===== src/rtl/fetch_queue_unit.sv =====
// Instruction fetch stage: PC generator, imem request/response handshake and in-order fetch queue.
// Optional macro FETCH_PERF_EN adds saturating enqueue/discard counters and their ports.
module fetch_queue_unit #(
  parameter int          XLEN     = 64,
  parameter int          ILEN     = 32,
  parameter int          QDEPTH   = 4,
  parameter logic [63:0] RESET_PC = 64'h8000_0000,
  parameter int          PC_STEP  = 4
) (
  input  logic            clk,
  input  logic            rst,
  input  logic            ctrl_i_flush,
  input  logic [XLEN-1:0] ctrl_i_redirect_pc,
  output logic            fetch_o_imem_req_valid,
  input  logic            imem_i_req_ready,
  output logic [XLEN-1:0] fetch_o_imem_req_addr,
  input  logic            imem_i_rsp_valid,
  input  logic [ILEN-1:0] imem_i_rsp_data,
  output logic            fetch_o_valid,
  input  logic            decode_i_ready,
  output logic [XLEN-1:0] fetch_o_pc,
  output logic [ILEN-1:0] fetch_o_instr
`ifdef FETCH_PERF_EN
  ,
  output logic [31:0]     fetch_o_perf_fetched,
  output logic [31:0]     fetch_o_perf_dropped
`endif
);

  // Handshakes: a request transfers on a cycle where fetch_o_imem_req_valid && imem_i_req_ready;
  // a head entry transfers on fetch_o_valid && decode_i_ready; responses are never back-pressured.
  localparam int CW = $clog2(QDEPTH + 1);
  localparam int PW = $clog2(QDEPTH);
  localparam logic [XLEN-1:0] PC_RST = XLEN'(RESET_PC);
  localparam logic [XLEN-1:0] STEP   = XLEN'(PC_STEP);

  logic [XLEN-1:0] pc_q;
  logic [XLEN-1:0] rsp_pc;
  logic [CW-1:0]   out_cnt;
  logic [CW-1:0]   drop_cnt;
  logic [CW-1:0]   occ;
  logic [PW-1:0]   head;
  logic [PW-1:0]   tail;
  logic [XLEN-1:0] pc_mem    [QDEPTH];
  logic [ILEN-1:0] instr_mem [QDEPTH];

  logic [CW:0]     used;
  logic [XLEN-1:0] flush_pc;
  logic            req_fire;
  logic            rsp_take;
  logic            enq;
  logic            drop_now;
  logic            pop;

  // Credits exclude responses already doomed to be dropped; out_cnt is also capped so
  // repeated flushes with a stalled imem cannot overflow the outstanding counter.
  assign used     = {1'b0, occ} + {1'b0, out_cnt} - {1'b0, drop_cnt};
  assign flush_pc = ctrl_i_redirect_pc & ~XLEN'(3);

  assign fetch_o_imem_req_valid = rst && !ctrl_i_flush && (used < (CW+1)'(QDEPTH))
                                  && (out_cnt < CW'(QDEPTH));
  assign fetch_o_imem_req_addr  = pc_q;

  assign req_fire = fetch_o_imem_req_valid && imem_i_req_ready;
  assign rsp_take = imem_i_rsp_valid && (out_cnt != '0);
  assign drop_now = rsp_take && (ctrl_i_flush || (drop_cnt != '0));
  assign enq      = rsp_take && !ctrl_i_flush && (drop_cnt == '0);

  assign fetch_o_valid = (occ != '0) && !ctrl_i_flush;
  assign pop           = fetch_o_valid && decode_i_ready;
  assign fetch_o_pc    = pc_mem[head];
  assign fetch_o_instr = instr_mem[head];

  always_ff @(posedge clk or negedge rst) begin
    if (!rst) begin
      pc_q     <= PC_RST;
      rsp_pc   <= PC_RST;
      out_cnt  <= '0;
      drop_cnt <= '0;
      occ      <= '0;
      head     <= '0;
      tail     <= '0;
      for (int i = 0; i < QDEPTH; i++) begin
        pc_mem[i]    <= '0;
        instr_mem[i] <= '0;
      end
    end else if (ctrl_i_flush) begin
      // Every request still in flight after this cycle predates the redirect.
      pc_q     <= flush_pc;
      rsp_pc   <= flush_pc;
      occ      <= '0;
      head     <= '0;
      tail     <= '0;
      out_cnt  <= out_cnt - CW'(rsp_take);
      drop_cnt <= out_cnt - CW'(rsp_take);
    end else begin
      if (req_fire) pc_q <= pc_q + STEP;
      out_cnt <= out_cnt + CW'(req_fire) - CW'(rsp_take);
      if (drop_now) drop_cnt <= drop_cnt - CW'(1);
      if (enq) begin
        pc_mem[tail]    <= rsp_pc;
        instr_mem[tail] <= imem_i_rsp_data;
        tail            <= tail + PW'(1);
        rsp_pc          <= rsp_pc + STEP;
      end
      if (pop) head <= head + PW'(1);
      occ <= occ + CW'(enq) - CW'(pop);
    end
  end

`ifdef FETCH_PERF_EN
  always_ff @(posedge clk or negedge rst) begin
    if (!rst) begin
      fetch_o_perf_fetched <= '0;
      fetch_o_perf_dropped <= '0;
    end else begin
      if (enq && (fetch_o_perf_fetched != '1)) fetch_o_perf_fetched <= fetch_o_perf_fetched + 32'd1;
      if (drop_now && (fetch_o_perf_dropped != '1)) fetch_o_perf_dropped <= fetch_o_perf_dropped + 32'd1;
    end
  end
`endif

  // A response with nothing outstanding is ignored by the logic above.
  rsp_without_request: assert property (@(posedge clk) disable iff (!rst)
    !(imem_i_rsp_valid && (out_cnt == '0)));

endmodule


===== config.mk =====
export PLATFORM = sky130hd
export DESIGN_NAME = fetch_queue_unit
export DESIGN_NICKNAME = d
export VERILOG_FILES = /design/src/rtl/fetch_queue_unit.sv
export SDC_FILE = /design/constraint.sdc
export NUM_CORES = 1
export LEC_CHECK = 0
export CORE_ASPECT_RATIO = 0.7
export CORE_MARGIN = 4
export CORE_UTILIZATION = 40
export DETAILED_ROUTE_END_ITERATION = 16
export SLEW_MARGIN = 25
export SYNTH_ARGS = -nofsm -noshare
export SYNTH_HDL_FRONTEND = slang
export SYNTH_SLANG_ARGS = --single-unit

===== constraint.sdc =====
create_clock -name clk -period 3.8 [get_ports clk]
set_input_delay 1.14 -clock clk [delete_from_list [all_inputs] [get_ports clk]]
set_output_delay 1.14 -clock clk [all_outputs]
set_load 0.01 [all_outputs]

# After elaboration in Yosys (flattened, before gate mapping)
# Index checks and enable logic that the tools add are counted.
# classes
addsub	12
multipliers	0
div	0
n_lt_le_gt_ge	5
eq_ne	0
n_shift	0
muxes	24
bitwise	3
n_reduce_logical	22
# ops
cell	count
$mux W64	7
$bwmux W256	1
$add A64 B3 Y64 const B	2
$bmux W64 S2	1
$bwmux W128	1
$demux W64 S2	1
$mux W32	3
$bmux W32 S2	1
$demux W32 S2	1
$mux W3	4
$logic_and A1 B1 Y1	11
$reduce_bool A3 Y1	3
$sub A3 B1 Y3	3
$mux W2	4
$reduce_bool A2 Y1	4
$add A3 B1 Y3	2
$ge A3 B3 Y1 const B	2
$not A2 Y3	2
$add A2 B1 Y2 const B	2
$add A3 B3 Y4	1
$lt A4 B3 Y1 const B	1
$sub A4 B3 Y4	1
$logic_not A3 Y1	1
$lt A3 B1 Y1 const B	1
6 further kinds	6
# totals
reg_bits	525
latch_bits	0
ramBits	0
mem_bits_ro	0
input_bits	102
output_inout_bits	162
word_cells	81
mem_count	0

# Logic depth before layout (Yosys ltp)
# Gate-level depths: netlist of run 1.
# depth
word_depth	9
depth_mapped	18
depth_no_buf	15

# Worst setup path after synthesis of run 1
# No wires, ideal clock.
# synth_timing
kind	register -> register
startpoint	reg out_cnt[1]
endpoint	reg out_cnt[2]
setup_ns	0.079
arrival_time_ns	3.920
t_required_ns	3.721
path_slack_ns	-0.200
stages_incl_launch_ff	19
n_path_buf	3
synth_period_minus_slack_ns	4.000
cell_sequence	dfrtp_1 -> inv_1 -> fa_1 -> inv_1 -> ha_1 -> and3b_1 -> or3_4 -> a21oi_4 -> inv_2 -> buf_2 -> buf_6 -> buf_2 -> ha_1 -> inv_1 -> ha_1 -> fa_1 -> xor2_1 -> o21ai_0 -> xor2_1
# synth_between
elab_chain_cells	9
# synth_lines
element	line	text
start: declaration	39	logic [CW-1:0] out_cnt;
start signal: assignment	94	out_cnt <= out_cnt - CW'(rsp_take);
start signal: assignment	98	out_cnt <= out_cnt + CW'(req_fire) - CW'(rsp_take);
$add A3 B3 Y4	57	assign used = {1'b0, occ} + {1'b0, out_cnt} - {1'b0, drop_cnt};
$sub A4 B3 Y4	57	
$lt A4 B3 Y1	60	assign fetch_o_imem_req_valid = rst && !ctrl_i_flush && (used < (CW+1)'(QDEPTH))
$logic_and A1 B1 Y1	60	
$logic_and A1 B1 Y1	61	&& (out_cnt < CW'(QDEPTH));
$logic_and A1 B1 Y1	64	assign req_fire = fetch_o_imem_req_valid && imem_i_req_ready;
$add A3 B1 Y3	98	
$sub A3 B1 Y3	98	
$mux W3 (*)	87	end else if (ctrl_i_flush) begin
# Every way passes the cells marked *; elsewhere a longest branch is shown, timed or not.
# A chain may end at the register's enable or synchronous reset.

# Worst setup path in the final report of run 1
# layout_timing
startpoint	reg out_cnt[1]
endpoint	out fetch_o_imem_req_valid
# layout_between
elab_chain_cells	5
# layout_lines
element	line	text
$add A3 B3 Y4	57	
$sub A4 B3 Y4	57	
$lt A4 B3 Y1	60	
$logic_and A1 B1 Y1	60	
$logic_and A1 B1 Y1 (*)	61	
end: declaration	14	output logic fetch_o_imem_req_valid,
# Marks and branches as above.

==> results of run 1 <==
==> registers in the layout (all words and copies together) (netlist names) <==
register	count
occ	3
fetch_o_imem_req_addr	62
out_cnt	3
head	2
rsp_pc	62
tail	2
instr_mem	128
drop_cnt	3
pc_mem	248
==> metal layers <==
layer  global-route usage [%]  share of wire [%]  routed length [um]
met1                    30.36                 44               32020
met4                    5.020                2.0                1416
met2                    34.37                 47               34000
met5                        0                  0                   0
met3                    4.786                6.7                4832
==> kinds of logic after synthesis <==
kind of cell               after synthesis
DFF                                    513
other                                    1
adders and majority gates               21
buffers and inverters                  191
and+or+nand+nor                        538
xor gates and xnor gates                47
AOI/OAI and AO/OA                      239
muxes                                  462
==> cell usage after synthesis (all sizes together), types with 3 or more instances <==
| library cell | number |
|---|---|
| a31oi | 20 |
| a21oi | 18 |
| nand2 | 158 |
| ha | 17 |
| mux2i | 6 |
| and3 | 19 |
| a22oi | 4 |
| a221o | 6 |
| mux2 | 362 |
| fa | 4 |
| or4 | 23 |
| nand2b | 8 |
| dfrtp | 511 |
| nand3 | 83 |
| a31o | 6 |
| nor2b | 9 |
| o31ai | 13 |
| a211o | 4 |
| o211ai | 29 |
| xnor2 | 22 |
| inv | 50 |
| nor3 | 36 |
| nand4 | 57 |
| or2 | 3 |
| o31a | 10 |
| buf | 42 |
| xor2 | 25 |
| o21ai | 97 |
| nor4 | 32 |
| nor2 | 51 |
| o311ai | 9 |
| a21o | 12 |
| and4 | 12 |
| mux4 | 94 |
| or3 | 22 |
| clkbuf | 98 |
| and2 | 14 |
==> worst min path at each step <==
stage / slack (ps) / endpoint / depth (start not counted)
2_1_floorplan: 440 / pc_mem[106]$_DFFE_PN0P_ / 2
3_3_place_gp: 460 / pc_mem[238]$_DFFE_PN0P_ / 2
3_5_place_dp: 470 / pc_mem[93]$_DFFE_PN0P_ / 2
4_1_cts: 480 / pc_mem[93]$_DFFE_PN0P_ / 2
5_1_grt: 500 / pc_mem[110]$_DFFE_PN0P_ / 2
6_report: 480 / pc_mem[170]$_DFFE_PN0P_ / 2
==> stage by stage <==
stage | setup WS [ps] | setup TNS [ps]
final | -22.80 | -22.80
after global placement | 42.78 | 0
after global routing | -109.2 | -109.2
after CTS | -55.20 | -55.20
after floorplan | -0.4827 | -0.4827
after detailed placement | 89.84 | 0
==> cell usage in the layout, fill, tap and decap left out, types with 51 or more instances in the layout <==
cell,instances
nand4_1,55
clkbuf_16,54
nand2_1,154
o21ai_0,93
clkdlybuf4s50_1,254
mux4_2,94
dfrtp_1,509
nor2_1,51
nand3_1,81
buf_4,55
mux2_2,358
==> worst max-delay path, delay by kind of cell (launching register included) <==
kind / cells / cell delay, ps
and+or+nand+nor: 2 / 570
buffers and inverters: 3 / 230
AOI/OAI and AO/OA: 1 / 180
DFF: 1 / 360
adders and majority gates: 2 / 740
==> what timing repair did <==
action / in CTS / in global routing
setup endpoints to repair: 78 / 1
gates resized for setup: 8 / 4
pin swaps: 1 / 2
setup buffers: 6 / 2
hold buffers: 0 / 0
cloned: 0 / 0
==> report_power, final <==
group / internal, uW / leakage (uW) / total [uW] / switching, uW
combinational: 3990 / 0.00575 / 7010 / 3010
sequential: 6600 / 0.00671 / 7440 / 843
clock: 3210 / 0.000890 / 5430 / 2230
total: 13800 / 0.0134 / 19900 / 6080
==> layout make-up <==
cell class | count | area share, %
antenna | 1 | 0.008160
clock buffer | 77 | 5.145
clock inverter | 18 | 0.7630
inverter | 51 | 0.6243
multi-input combinational | 1311 | 37.48
sequential | 513 | 41.89
tap | 819 | 3.342
timing repair buffer | 328 | 10.75
==> results.txt, run 1 <==
Reg2Reg Depth - 16
# IOs - 264
crit path to - fetch_o_imem_req_valid
Num CTS Buffers - 52
Critical Path End Type - output pin
Cell Rows - 76
Finished Cell Area - 0.03067 sq mm
outcome - finished, violations left
adder-cell share of the synthesized area - 1.170%
critical path's slowest cell - fa_1
Area growth syn-to-layout - 22.53%
PortBufs - 257
FMAX - 261.6 MHz
register area - 0.01285 sq mm
Finished Core Util - 49.69%
vias per cell - 5.699
synth warn - 0
Core Area - 0.06171 sq mm
area fraction of the dominant cell type after synthesis - 51.09%
Die Span X - 307.0 um
post-route non-filler standard cell count - 3118
RD Place Congestion - 0.9464
Synth Area in XOR/XNOR - 1.645%
total power - 19880 uW
clock buffer depth - 3
first-pass GRT wire length - 112.1 mm
Mapped Cells - 2012
post-DP HPWL - 49.28 mm
setup repair after global routing missed its margin - true
Worst Tran Pin Value - 801.6 ps
initial antenna violation count - 1
vias in the first global route - 18400
overall via count from detail_route - 17770
Worst path most repeated cell - inv_2
ys flop type - dfrtp_1
Post-Synth Simple-Gate Area - 11.57%
clk_lat worst skew - 610 ps
R2R setup slack - 310 ps
HP Start - pc_mem[170]$_DFFE_PN0P_
Setup-failing EPs final - 1
CTS tree - yes
failing checks - negative setup slack
post-synthesis sequential element count - 513
overall routing resource usage - 21.58%
part of the Yosys area used for sequential elements - 51.30%
FFs w/ async S/R, synth - 100.0%
number of synthesized flops with an enable pin - 0
clock net sink count - 513
worst reg2reg startpoint - out_cnt[1]$_DFF_PN0_
multi-input logic area - 0.01149 sq mm
startpoint types - flop
R2R Path End - out_cnt[2]$_DFF_PN0_
total gr overflow - 0
Clock H-tree levels - 2
Leakage - 0.01335 uW
Initial DRC Count - 1335
DIE AREA - 0.06670 sq mm
Fillers - 5401
PD cells - 648.3 mW/mm^2
final worst slack - -22.80 ps
Critical Path Start - out_cnt[1]$_DFF_PN0_
Avg Synthesized Cell Area - 12.44 sq um
Worst Hold Class - reg2reg
Residual DRC - 0
Die Y - 217.3 um
largest net degree at the start of global routing - 144
CP max stage delay - 540 ps
Tmin final - 3823 ps
WHS - 478.9 ps
top cell type by total area after synthesis - dfrtp_1
Starting Density - 40.55%
critical path type - reg2out
Rel. slew slack - 46.15%
largest family of logic cells by synthesized area - multiplexers
crit path DAT - 2680 ps
layout cells sized above 1 - 28.55%
clk root buf - clkbuf_16
number of routed nets with antenna violations - 0
Yosys cell types - 73
final count of hold timing violations - 0
Synth area leaders - dfrtp_1 (51%), mux2_2 (16%), mux4_2 (8.5%)
critical path required time - 2660 ps
per-cell routed wire length - 23.18 um
mux cell area share after synthesis - 24.99%
Worst-path clk slew - 70 ps
final setup skew - 18.58 ps
final slew viol count - 0
Max rail drop VDD - 0.0003687 V
nets@finish - 2380
Post-Syn Area - 0.02503 sq mm
worst-path fanout max - 2
crit share post-route - 100.6%
Max Cap Viol - 0
placed insts - 3014
CP cell instances - inv_2 -> fa_1 -> inv_2 -> ha_4 -> and3b_1 -> or3_4 -> a21oi_4 -> buf_6
wirelength, routed - 72.27 mm
DP Area - 0.02874 sq mm
DRT Pass-1 Iters - 5
post-synthesis compound-gate area fraction - 6.209%
(Power assumes the default switching activity.)
==> run 2, diff against run 1 <==
ABC_CLOCK_PERIOD_IN_PS = 3800   (was default)
CAP_MARGIN = 20   (was default)
==> results of run 2 <==
Same layout as run 1: the final DEF is identical, and so are final timing and power.
